===== config.mk =====
export PLATFORM = sky130hd
export DESIGN_NAME = axi_w_channel_slave_flat
export DESIGN_NICKNAME = d
export VERILOG_FILES = /design/src/rtl/axi_w_channel_slave_pkg.sv /design/src/rtl/axi_w_channel_slave_if.sv /design/src/rtl/axi_w_channel_slave_addr_gen.sv /design/src/rtl/axi_w_channel_slave.sv /design/src/flat_wrapper.sv
export SDC_FILE = /design/constraint.sdc
export NUM_CORES = 1
export LEC_CHECK = 0
export CORE_MARGIN = 3
export CORE_UTILIZATION = 43
export CTS_CLUSTER_DIAMETER = 80
export DETAILED_ROUTE_END_ITERATION = 10
export PLACE_DENSITY = 0.81
export RECOVER_POWER = 50
export SLEW_MARGIN = 10
export SYNTH_ARGS = -nofsm -noshare
export SYNTH_HDL_FRONTEND = slang
export SYNTH_SLANG_ARGS = --single-unit
export TNS_END_PERCENT = 5

===== constraint.sdc =====
create_clock -name ACLK -period 3.3 [get_ports ACLK]
set_input_delay 0.825 -clock ACLK [delete_from_list [all_inputs] [get_ports ACLK]]
set_output_delay 0.825 -clock ACLK [all_outputs]
set_load 0.05 [all_outputs]

===== src/rtl/axi_w_channel_slave_pkg.sv =====
// Shared AXI definitions: burst encodings, response codes and the one-hot
// responder state type used by the write-channel slave.
package axi_defs;

  localparam logic [1:0] BURST_FIXED = 2'b00;
  localparam logic [1:0] BURST_INCR  = 2'b01;
  localparam logic [1:0] BURST_WRAP  = 2'b10;

  localparam logic [1:0] RESP_OKAY   = 2'b00;
  localparam logic [1:0] RESP_SLVERR = 2'b10;

  typedef enum logic [2:0] {
    IDLE = 3'b001,
    DATA = 3'b010,
    RESP = 3'b100
  } state_t;

endpackage


===== src/rtl/axi_w_channel_slave_if.sv =====
// AXI write-side bundle (AW, W and B channels) shared by the interconnect
// master and the write-channel responder.
interface axi_w_channel_slave_if #(
  parameter int DATA_WIDTH = 32,
  parameter int ADDR_WIDTH = 32,
  parameter int ID_WIDTH   = 6,
  parameter int STRB_WIDTH = DATA_WIDTH / 8
);

  logic [ADDR_WIDTH-1:0] AWADDR;
  logic [3:0]            AWLEN;
  logic [2:0]            AWSIZE;
  logic [1:0]            AWBURST;
  logic [ID_WIDTH-1:0]   AWID;
  logic                  AWVALID;
  logic                  AWREADY;

  logic [DATA_WIDTH-1:0] WDATA;
  logic [STRB_WIDTH-1:0] WSTRB;
  logic                  WLAST;
  logic [ID_WIDTH-1:0]   WID;
  logic                  WVALID;
  logic                  WREADY;

  logic [1:0]            BRESP;
  logic [ID_WIDTH-1:0]   BID;
  logic                  BVALID;
  logic                  BREADY;

  modport master (
    output AWADDR, AWLEN, AWSIZE, AWBURST, AWID, AWVALID,
    output WDATA, WSTRB, WLAST, WID, WVALID,
    output BREADY,
    input  AWREADY, WREADY, BRESP, BID, BVALID
  );

  modport slave (
    input  AWADDR, AWLEN, AWSIZE, AWBURST, AWID, AWVALID,
    input  WDATA, WSTRB, WLAST, WID, WVALID,
    input  BREADY,
    output AWREADY, WREADY, BRESP, BID, BVALID
  );

endinterface


===== src/rtl/axi_w_channel_slave_addr_gen.sv =====
// Next-beat address for an AXI burst; shared with the read-side responder.
// Only INCR advances; FIXED (and the unsupported WRAP/reserved) hold.
module axi_burst_addr_gen
  import axi_defs::*;
#(
  parameter int ADDR_WIDTH = 32
) (
  input  logic [ADDR_WIDTH-1:0] addr,
  input  logic [2:0]            size,
  input  logic [1:0]            burst,
  output logic [ADDR_WIDTH-1:0] next_addr
);

  always_comb begin
    next_addr = addr;
    if (burst == BURST_INCR) begin
      next_addr = addr + (ADDR_WIDTH'(1) << size);
    end
  end

endmodule


===== src/rtl/axi_w_channel_slave.sv =====
// AXI write-channel responder: one burst at a time, each W beat becomes one
// SRAM write, and a single B response echoes the accepted AWID.
module axi_w_channel_slave
  import axi_defs::*;
#(
  parameter int DATA_WIDTH = 32,
  parameter int ADDR_WIDTH = 32,
  parameter int ID_WIDTH   = 6,
  parameter int STRB_WIDTH = DATA_WIDTH / 8
) (
  input  logic                  ACLK,
  input  logic                  ARESETn,
  axi_w_channel_slave_if.slave  axi,
  output logic                  ram_wen,
  output logic [ADDR_WIDTH-1:0] ram_waddr,
  output logic [DATA_WIDTH-1:0] ram_wdata,
  output logic [STRB_WIDTH-1:0] ram_wmask,
  input  logic                  ram_wready
);

  state_t                state;
  state_t                next_state;
  logic [ADDR_WIDTH-1:0] addr;
  logic [ADDR_WIDTH-1:0] next_addr;
  logic [3:0]            len;
  logic [3:0]            count;
  logic [2:0]            size;
  logic [1:0]            burst;
  logic [ID_WIDTH-1:0]   id;
  logic                  err;
  logic                  last_err;
  logic                  bvalid;
  logic [1:0]            bresp;
  logic [ID_WIDTH-1:0]   bid;

  logic                  aw_ready;
  logic                  w_ready;
  logic                  beat;
  logic                  final_beat;
  logic                  err_now;
  logic                  last_mismatch;

  axi_burst_addr_gen #(
    .ADDR_WIDTH(ADDR_WIDTH)
  ) u_addr_gen (
    .addr      (addr),
    .size      (size),
    .burst     (burst),
    .next_addr (next_addr)
  );

  always_ff @(posedge ACLK or negedge ARESETn) begin
    if (!ARESETn) state <= IDLE;
    else          state <= next_state;
  end

  always_comb begin
    next_state    = state;
    aw_ready      = 1'b0;
    w_ready       = 1'b0;
    beat          = 1'b0;
    final_beat    = 1'b0;
    err_now       = err;
    last_mismatch = 1'b0;
    ram_wen       = 1'b0;
    ram_waddr     = addr;
    ram_wdata     = '0;
    ram_wmask     = '0;
    unique case (state)
      IDLE: begin
        aw_ready = 1'b1;
        if (axi.AWVALID) next_state = DATA;
      end
      DATA: begin
        w_ready       = ram_wready;
        beat          = axi.WVALID && ram_wready;
        final_beat    = (count == len);
        err_now       = err | (axi.WID != id);
        last_mismatch = (axi.WLAST != final_beat);
        ram_wen       = beat && !err_now;
        ram_wdata     = axi.WDATA;
        ram_wmask     = axi.WSTRB;
        if (beat && final_beat) next_state = RESP;
      end
      RESP: begin
        if (bvalid && axi.BREADY) next_state = IDLE;
      end
      default: next_state = IDLE;
    endcase
  end

  // err gates the SRAM writes; a misplaced WLAST is only a protocol slip
  // and is tracked separately so it taints the response without dropping data.
  always_ff @(posedge ACLK or negedge ARESETn) begin
    if (!ARESETn) begin
      addr     <= '0;
      len      <= '0;
      size     <= '0;
      burst    <= '0;
      id       <= '0;
      count    <= '0;
      err      <= 1'b0;
      last_err <= 1'b0;
      bvalid   <= 1'b0;
      bresp    <= RESP_OKAY;
      bid      <= '0;
    end else begin
      unique case (state)
        IDLE: begin
          if (axi.AWVALID) begin
            addr     <= axi.AWADDR;
            len      <= axi.AWLEN;
            size     <= axi.AWSIZE;
            burst    <= axi.AWBURST;
            id       <= axi.AWID;
            count    <= '0;
            err      <= axi.AWBURST[1];
            last_err <= 1'b0;
          end
        end
        DATA: begin
          if (beat) begin
            addr     <= next_addr;
            count    <= count + 4'd1;
            err      <= err_now;
            last_err <= last_err | last_mismatch;
            if (final_beat) begin
              bvalid <= 1'b1;
              bid    <= id;
              bresp  <= (err_now | last_err | last_mismatch) ? RESP_SLVERR : RESP_OKAY;
            end
          end
        end
        RESP: begin
          if (bvalid && axi.BREADY) bvalid <= 1'b0;
        end
        default: ;
      endcase
    end
  end

  assign axi.AWREADY = aw_ready;
  assign axi.WREADY  = w_ready;
  assign axi.BVALID  = bvalid;
  assign axi.BRESP   = bresp;
  assign axi.BID     = bid;

endmodule


===== src/flat_wrapper.sv =====
// flat-port wrapper written by rule: the top's interface ports become plain ports
module axi_w_channel_slave_flat import axi_defs::*;
#(
  parameter int DATA_WIDTH = 32,
  parameter int ADDR_WIDTH = 32,
  parameter int ID_WIDTH   = 6,
  parameter int STRB_WIDTH = DATA_WIDTH / 8
)
  (ACLK, ARESETn, ram_wen, ram_waddr, ram_wdata, ram_wmask, ram_wready, axi_AWADDR, axi_AWLEN, axi_AWSIZE, axi_AWBURST, axi_AWID, axi_AWVALID, axi_WDATA, axi_WSTRB, axi_WLAST, axi_WID, axi_WVALID, axi_BREADY, axi_AWREADY, axi_WREADY, axi_BRESP, axi_BID, axi_BVALID);
  axi_w_channel_slave_if #(.DATA_WIDTH(DATA_WIDTH), .ADDR_WIDTH(ADDR_WIDTH), .ID_WIDTH(ID_WIDTH), .STRB_WIDTH(STRB_WIDTH)) axi_i ();
  input  logic ACLK;
  input  logic ARESETn;
  output logic ram_wen;
  output logic [ADDR_WIDTH-1:0] ram_waddr;
  output logic [DATA_WIDTH-1:0] ram_wdata;
  output logic [STRB_WIDTH-1:0] ram_wmask;
  input  logic ram_wready;
  input wire logic [$bits(axi_i.AWADDR)-1:0] axi_AWADDR;
  input wire logic [$bits(axi_i.AWLEN)-1:0] axi_AWLEN;
  input wire logic [$bits(axi_i.AWSIZE)-1:0] axi_AWSIZE;
  input wire logic [$bits(axi_i.AWBURST)-1:0] axi_AWBURST;
  input wire logic [$bits(axi_i.AWID)-1:0] axi_AWID;
  input wire logic [$bits(axi_i.AWVALID)-1:0] axi_AWVALID;
  input wire logic [$bits(axi_i.WDATA)-1:0] axi_WDATA;
  input wire logic [$bits(axi_i.WSTRB)-1:0] axi_WSTRB;
  input wire logic [$bits(axi_i.WLAST)-1:0] axi_WLAST;
  input wire logic [$bits(axi_i.WID)-1:0] axi_WID;
  input wire logic [$bits(axi_i.WVALID)-1:0] axi_WVALID;
  input wire logic [$bits(axi_i.BREADY)-1:0] axi_BREADY;
  output wire logic [$bits(axi_i.AWREADY)-1:0] axi_AWREADY;
  output wire logic [$bits(axi_i.WREADY)-1:0] axi_WREADY;
  output wire logic [$bits(axi_i.BRESP)-1:0] axi_BRESP;
  output wire logic [$bits(axi_i.BID)-1:0] axi_BID;
  output wire logic [$bits(axi_i.BVALID)-1:0] axi_BVALID;
  assign axi_i.AWADDR = axi_AWADDR;
  assign axi_i.AWLEN = axi_AWLEN;
  assign axi_i.AWSIZE = axi_AWSIZE;
  assign axi_i.AWBURST = axi_AWBURST;
  assign axi_i.AWID = axi_AWID;
  assign axi_i.AWVALID = axi_AWVALID;
  assign axi_i.WDATA = axi_WDATA;
  assign axi_i.WSTRB = axi_WSTRB;
  assign axi_i.WLAST = axi_WLAST;
  assign axi_i.WID = axi_WID;
  assign axi_i.WVALID = axi_WVALID;
  assign axi_i.BREADY = axi_BREADY;
  assign axi_AWREADY = axi_i.AWREADY;
  assign axi_WREADY = axi_i.WREADY;
  assign axi_BRESP = axi_i.BRESP;
  assign axi_BID = axi_i.BID;
  assign axi_BVALID = axi_i.BVALID;
  axi_w_channel_slave #(.DATA_WIDTH(DATA_WIDTH), .ADDR_WIDTH(ADDR_WIDTH), .ID_WIDTH(ID_WIDTH), .STRB_WIDTH(STRB_WIDTH)) u_core (.ACLK(ACLK), .ARESETn(ARESETn), .axi(axi_i), .ram_wen(ram_wen), .ram_waddr(ram_waddr), .ram_wdata(ram_wdata), .ram_wmask(ram_wmask), .ram_wready(ram_wready));
endmodule

==> results.txt, run 1 <==
After floorplanning, the core was sized to cover 0.00933 sq mm. The data arrival time of the critical path was 2.20 ns; the post-synthesis async set-or-reset flop share was 100%. The maximum count of clock buffers along a single path is 2. After layout, the minimum clock period comes to 3.02 ns.

Of the available clock period, the critical path in the final layout requires 91.6%. By instance count, the leading cell after synthesis is sky130_fd_sc_hd__nand2_1. Synthesis produced a netlist with a net count of 589. The flop and latch count out of synthesis is 64, and the area share of the largest cell type after synthesis is 37.8%. The average via count per standard cell was 5.46; the CTS sink count was 64. Ranked by instance count, the synthesized netlist is headed by sky130_fd_sc_hd__nand2_1, sky130_fd_sc_hd__dfrtp_1, sky130_fd_sc_hd__and2_1. The number of antenna diodes in the final layout is 0.

In this run the horizontal extent of the chip is 104 um. The number of global-route vias before repair is 4213, and the global-route usage over all layers is 22.7%. The power after layout came out at 5.75 mW.

Setup repair after global routing left no endpoint under its margin. At the later pin of the worst-skew pair, clock insertion delay measures 0.34 ns. The detailed router finished its first iteration with 236 violations. Achievable clock frequency: 331 MHz. Post-CTS repair changed the size of 0 cells. Summed over all nets, the half-perimeter wirelength after detailed placement is 9.21 mm. Summing the areas of all and, or, nand and nor instances in the mapped netlist gives 30.0% of the synthesized area. The run gives 0 as the number of hold violations in the final report.

The path class of the tightest hold or removal check is in2async. In this run the post-CTS setup repair buffer count came out at 0. Number of buffer cells added on primary ports: 174.

The final reports fail on max-capacitance violations, max-slew violations. The clock transition at the register clock pins on the worst setup and hold paths after CTS works out to 0.07 ns. The net count of the finished layout is 751. STA classifies the critical path startpoint as an input pin.

In this run, post-CTS hold repair placed 0 buffers. Once the floorplan was initialized, standard cells occupied 44.7% of the core. The count of nets left with antenna violations once routing finished came out at 0. Clock tree synthesis inserted a total of 9 buffers. In this run the number of H-tree levels came out at 3. 176 I/O pins were placed. TritonCTS built the clock tree. The total die area came out at 0.0109 sq mm.

Counting cells, the worst reg-to-reg path comes to 8. The placed instances occupy a cell area of 0.00591 sq mm. Most area-hungry cell type in the Yosys netlist: sky130_fd_sc_hd__dfrtp_1.

For the worst setup path, the data required time is 2.47 ns. After synthesis the cells add up to 0.00417 sq mm. The tools report the first-pass GRT wire length as 20.7 mm. The number of distinct library cells after synthesis was 68; the average cell area after synthesis was 8.63 sq um. The worst supply voltage drop on vdd is 0.000492 V, and the number of warning messages in the yosys log is 0. Before antenna repair, the detailed router went through 5 iterations. Of the cells placed in the final design, the portion with a size suffix greater than 1 is 11.4%. The average wire per standard cell was 16.0 um.

Compared with the post-synthesis result, the final layout area differs by 45.8%. The routed layout has 4251 vias. The tightest hold margin came out at 0.363 ns.

Top flip-flop cell by instance count after synthesis: sky130_fd_sc_hd__dfrtp_1. Number of enable flip-flop cells after synthesis: 0. The run gives 0 ns as the total negative slack for setup checks. The setup clock skew after layout was 0.0108 ns.

Count of max-cap constraint violations: 1. Entering global routing, the biggest net connects 75 pins. Sequential elements use 38.5% of the synthesized area. The final wirelength was 12.5 mm. Leaving out filler cells and counting taps, the final layout contains 779. At the pin with the least slew margin, the transition time is 1.74 ns. The filler cell count came out at 773. Critical path start-end classification: in2out. Summing the areas of all compound-gate instances in the mapped netlist gives 18.0% of the synthesized area.

The die height was 104 um. After detailed routing, the number of remaining DRC violations is 0. The tools report the initial antenna violation count as 0. Main combinational cell family by area after synthesis: simple AND/OR/NAND/NOR gates.

Global routing finished with a remaining overflow of 0. The worst setup path is captured at an output port. The run gives 763 as the cell total after placement. The parity-gate share of the synthesized area counting xor and xnor cells works out to 3.78%. Of all nets on the critical path, the largest fanout is 3.

The final count of negative-setup-slack endpoints was 0; the number of standard-cell rows in the floorplan was 35. The portion of synthesized area spent on multiplexers is 2.37%. Yosys attributes the largest share of cell area to sky130_fd_sc_hd__dfrtp_1, sky130_fd_sc_hd__nand2_1, sky130_fd_sc_hd__and2_1, sky130_fd_sc_hd__nor2_1, sky130_fd_sc_hd__xnor2_1.

Summing all non-filler instances in the final layout gives an area of 0.00607 sq mm. The worst relative slew slack was -16.0%. The final max-slew violation count was 32; the power density over the cells was 947 mW/mm^2.

Summing the areas of all fa, ha and maj instances in the mapped netlist gives 3.18% of the synthesized area. Clock tree synthesis selected as its root buffer the cell sky130_fd_sc_hd__clkbuf_8. Summed over all cells, the static leakage comes to 2.63 nW. The run gives 0.852 as the placer's final routability congestion estimate. The synthesized instance count was 483. The run finished, with violations left.
## area by class of cell
cell class	instances	area, sq um	area share (%)
multi-input cells	382	2390	39.3
repair buffers	182	1710	28.2
flip-flops and latches	64	1600	26.4
well taps	129	161	2.66
clock buffers	10	128	2.10
clock inverters	6	60.1	0.989
inverters	6	22.5	0.371
## final timing paths
path | start | to | slack [ns]
min | ARESETn | u_core.ram_waddr[17] | 0.36
min reg2reg | u_core.axi.BID[0] | u_core.axi.BID[0] | 0.49
min in group ACLK | u_core.axi.BID[0] | u_core.axi.BID[0] | 0.49
max reg2reg | u_core.size[0] | u_core.ram_waddr[16] | 0.59
max in group asynchronous | ARESETn | u_core.ram_waddr[9] | 0.98
max | axi_WID[2] | ram_wen | 0.28
## power breakdown
group / leakage [nW] / internal, mW / switching [mW]
logic: 1.77 / 1.26 / 2.26
registers: 0.773 / 1.14 / 0.432
clock network: 0.0920 / 0.345 / 0.315
total: 2.63 / 2.75 / 3.01
## worst max-delay path: stages
cell and delay (ns):
sky130_fd_sc_hd__clkdlybuf4s50_1 0.41, sky130_fd_sc_hd__xor2_1 0.14, sky130_fd_sc_hd__nor4_1 0.25, sky130_fd_sc_hd__nand4_1 0.18, sky130_fd_sc_hd__nor2_1 0.22, sky130_fd_sc_hd__buf_12 0.17
## per-layer routing
| metal | part of all wire [%] | global-route usage [%] | vias to the layer above |
|---|---|---|---|
| li1 | - | - | 2052 |
| met1 | 40 | 28.3 | 1992 |
| met2 | 49 | 37.6 | 186 |
| met3 | 9.0 | 6.83 | 21 |
| met4 | 1.9 | 7.12 | 0 |
| met5 | 0 | 0 | - |
## per-stage QoR
step           setup slack (ns)  utilization (%)
3_5_place_dp              0.275             63.3
5_1_grt                   0.144             65.1
6_report                  0.278             65.1
4_1_cts                   0.258             65.3
2_1_floorplan             0.455                -
3_3_place_gp              0.235             63.3
## placed cells by master (no fill, tap or decap), types with 3 or more instances in the layout
cell type and count:
sky130_fd_sc_hd__or4_1 4, sky130_fd_sc_hd__o211ai_1 5, sky130_fd_sc_hd__nand4_1 6, sky130_fd_sc_hd__clkbuf_8 9, sky130_fd_sc_hd__a21oi_1 13, sky130_fd_sc_hd__nor4_1 8, sky130_fd_sc_hd__nor2_1 37, sky130_fd_sc_hd__inv_1 6
sky130_fd_sc_hd__and2_1 38, sky130_fd_sc_hd__mux2_1 3, sky130_fd_sc_hd__o21a_1 3, sky130_fd_sc_hd__xor2_1 5, sky130_fd_sc_hd__mux2_2 4, sky130_fd_sc_hd__and3_1 7, sky130_fd_sc_hd__dfrtp_1 63, sky130_fd_sc_hd__o21ai_0 16
sky130_fd_sc_hd__nor3b_1 5, sky130_fd_sc_hd__a21o_1 7, sky130_fd_sc_hd__clkdlybuf4s50_1 126, sky130_fd_sc_hd__a31oi_1 7, sky130_fd_sc_hd__or3_1 13, sky130_fd_sc_hd__a311oi_1 7, sky130_fd_sc_hd__nand2_1 82, sky130_fd_sc_hd__a211oi_1 11
sky130_fd_sc_hd__nor3_1 11, sky130_fd_sc_hd__nand3_1 22, sky130_fd_sc_hd__o22ai_1 3, sky130_fd_sc_hd__dlygate4sd3_1 9, sky130_fd_sc_hd__a22oi_1 3, sky130_fd_sc_hd__ha_1 9, sky130_fd_sc_hd__clkinv_2 3, sky130_fd_sc_hd__buf_4 40
sky130_fd_sc_hd__xnor2_1 13, sky130_fd_sc_hd__clkbuf_1 6
## sequential cells by signal, indices dropped and copies added, names as in the netlist
name	flops
u_core.axi.BID	6
u_core.axi.BRESP	1
u_core.axi.BVALID	1
u_core.burst	2
u_core.count	4
u_core.err	1
u_core.id	6
u_core.last_err	1
u_core.len	4
u_core.ram_waddr	32
u_core.size	3
u_core.state	3
## cells by family (layout without fill, tap and decap cells)
kind of cell / Yosys count / in the layout
AOI/OAI and AO/OA: 100 / 100
xor gates and xnor gates: 18 / 18
adders and majority gates: 10 / 10
buffers and inverters: 37 / 204
DFF: 64 / 64
muxes: 9 / 9
other: 1 / 1
and+or+nand+nor: 244 / 244
(Power assumes the default switching activity.)
==> inputs of run 2 (changes only) <==
- CAP_MARGIN: unset -> 20
- CORE_MARGIN: 3 -> 5
- CORE_UTILIZATION: 43 -> 60
- DONT_BUFFER_PORTS: unset -> 1
- PLACE_DENSITY: 0.81 -> 0.76
==> run 2 against run 1 <==
The run now ends clean. Global-route usage increased by 2.8 points. Sequential power increased by 49%. Combinational power decreased by 41%. Wire length decreased by 11%.
==> results.txt, run 2 (same netlist as run 1, synthesis figures left out) <==
Hold repair after CTS inserted 0 buffers. The completed layout was analyzed and its total power is 5.13 mW. For this run, the slowest stage of the critical path takes 0.49 ns.

The CTS sink count is 64, and the initial antenna violation count is 0. The logs give 25.5% for the global-route usage over all layers and 0 for the number of hold violations in the final report. The data arrival time of the critical path is 2.08 ns, and the final max-slew violation count is 0.

The floorplan step set the die height to 93.3 um. The run gives 0.00679 sq mm as the floorplan core area. Leaving out fill and tap cells, the most frequent cell in the layout is sky130_fd_sc_hd__nand2_1. Wire segments on met2 add up to 5.45 mm in the final route.

The analysis attributes to cell leakage a power of 1.90 nW. Clock latency on the worst-skew pair, taken at its later pin, is 0.35 ns. The startpoint identified for the worst register-to-register timing path is u_core.ram_waddr[0].

In the final layout, flip-flops and latches occupy 0.00160 sq mm. Between clock sinks in the finished design, the worst skew comes to 0.00815 ns. In the routed layout, each cell is associated on average with a via count of 6.40. The tools report the number of antenna cells inserted as 0. The layout has 592 filler cells. Internal power comes to 2.23 mW. In this run the power density over the cells is 1160 mW/mm^2. The routed layout has 3671 vias. The critical path is of the reg2out type. The clock transition at the register clock pins on the worst setup and hold paths after CTS was 0.07 ns. The number of clock buffers added by TritonCTS is 9. After layout, the worst path uses 88.0% of the clock period.

The clock tree synthesis step divided the H-tree into 3 levels. The tools report the footprint of the multi-input gates as 0.00240 sq mm. Cell with the biggest individual delay on the critical path: sky130_fd_sc_hd__nor3b_4. The layout cell share with drive strength beyond 1 came out at 8.58%. Setup violations remaining at the end of the flow were counted as 0. For the pin with the worst max-slew slack, the measured transition is 1.04 ns. Input and output buffers added on the ports amount to 0.

In this run the worst path has a maximum fanout of 54. Entering global routing, the biggest net connects 65 pins. For this block, the initial DRC count from the detailed router was 226. The average wire per standard cell was 19.2 um. The worst path needs 2.90 ns of the cycle, external delays included.

The cell total after placement is 558, and the flip-flop count of the largest register, all copies and words added is 32. Capturing instance or port of the critical path: ram_wdata[19]. Walking the worst path, the cells encountered are nor3b_4, buf_12, and2_1.

Setup repair after global routing left no endpoint under its margin. The setup slack of the most critical reg-to-reg path came out at 0.54 ns. Type of the worst min-delay path: in2async. Once detailed placement completed, the half-perimeter wirelength came to 7.98 mm. The die covers 0.00871 sq mm. Counting cells, the worst reg-to-reg path comes to 7.

The top cell types in the final layout, fill and taps aside, are sky130_fd_sc_hd__nand2_1, sky130_fd_sc_hd__dfrtp_1, sky130_fd_sc_hd__and2_1. The clock share of power was 13.7%; the switching share of power was 56.5%. The number of setup buffers added after CTS is 0. The tools report the kind of end point of the critical path as an output port.

The placer's final routability congestion estimate was 0.901. In this run, the combinational gates consume 40.7% of the power. The achievable clock frequency was 344 MHz. STA classifies the critical path startpoint as a flip-flop. The run gives 2 as the maximum count of clock buffers along a single path.

Headroom to the max-slew limit came out at 30.9%. The run gives 0 as the count of unresolved DRC violations after routing. TritonCTS built the clock tree. For this design the total switching power over the nets is 2.90 mW. The number of global-route vias before repair is 3537, and the signed area change from the synthesized netlist to the final layout is 6.25%. For the number of standard cells in the final layout excluding fillers, the log shows 574. Number of standard-cell rows in the floorplan: 30. The first detailed-routing pass ran for 5 iterations. The count of nets left with antenna violations once routing finished came out at 0. The critical path starts at u_core.state[2]. The tool flagged a number of max-cap violations equal to 0. STA puts the critical path data required time at 2.47 ns.

The net count of the finished layout is 579. The proportion of power drawn by flip-flops and latches came out at 45.5%. Signal routing reaches up to met4. The tools report the met1 routed wirelength after detailed routing as 4.26 mm. The run finished with clean final reports. Once the clock tree was built, the resizer swapped 0 gates to a different size.

The global-route congestion overflow total was 0; the floorplan die width was 93.3 um. The tools report the destination of the worst register-to-register timing path as u_core.ram_waddr[8]. The root buffer cell chosen for the clock tree is sky130_fd_sc_hd__clkbuf_8. After detailed routing, the total wire length is 11.0 mm.

The first global-routing pass estimated 17.6 mm of wire. 176 I/O pins were placed. The logs give 0 ns for the total negative slack for setup checks and 61.3% for the starting density of the core. The routed wire length on met3 is 1.10 mm, and the worst supply voltage drop on vdd is 0.000551 V.
run 2: changes by cell type in the layout (fill, tap and decap cells not counted), moves of 2 or more:
cell,before,now
sky130_fd_sc_hd__buf_4,40,6
sky130_fd_sc_hd__clkbuf_1,6,3
sky130_fd_sc_hd__dlygate4sd3_1,9,0
sky130_fd_sc_hd__clkdlybuf4s50_1,126,0
sky130_fd_sc_hd__clkbuf_8,9,11
run 2: final cells by class:
cell class / count / share of cell area, %
timing repair buffer: 10 / 1.72
clock inverter: 5 / 1.24
sequential: 64 / 36.2
multi-input combinational: 382 / 54.2
tap: 96 / 2.71
inverter: 6 / 0.509
clock buffer: 11 / 3.42
run 2: per-layer routing:
| layer | vias up | GRT usage, % |
|---|---|---|
| li1 | 1710 | - |
| met5 | - | 0 |
| met1 | 1775 | 32.9 |
| met3 | 20 | 7.48 |
| met4 | 0 | 9.65 |
| met2 | 166 | 40.3 |
run 2: power groups by stage:
stage,combinational [mW],clock [mW],sequential (mW)
floorplan,1.73,0,2.28
global placement,2.04,0,2.34
detailed placement,2.09,0,2.35
CTS,2.11,0.719,2.34
global route,2.30,0.747,2.40
finish,2.09,0.705,2.34
run 2: how the worst min path moves through the flow:
| stage | from | to | slack (ns) | cells past startpoint |
|---|---|---|---|---|
| 3_3_place_gp | u_core.burst[0] | u_core.burst[0] | 0.45 | 2 |
| 3_5_place_dp | u_core.burst[1] | u_core.burst[1] | 0.46 | 2 |
| 2_1_floorplan | u_core.burst[0] | u_core.burst[0] | 0.44 | 2 |
| 4_1_cts | ARESETn | u_core.ram_waddr[17] | 0.15 | 0 |
| 5_1_grt | ARESETn | u_core.ram_waddr[1] | 0.15 | 0 |
| 6_report | ARESETn | u_core.ram_waddr[3] | 0.17 | 0 |
run 2: worst max-delay path: cells and delay by family, from the launching register on:
family        cells  cell delay [ns]
simple gates      2             0.98
buf+inv           1             0.28
flops             1             0.47
run 2: per-stage QoR:
step | hold slack, ns | cell area, sq um | setup WS [ns] | util (%)
after floorplan | 0.438 | 4170 | 0.455 | -
after global placement | 0.455 | 4230 | 0.642 | 62.3
after detailed placement | 0.457 | 4230 | 0.575 | 62.3
after CTS | 0.152 | 4440 | 0.371 | 65.3
after global routing | 0.153 | 4430 | 0.224 | 65.2
final | 0.166 | 4430 | 0.396 | 65.2
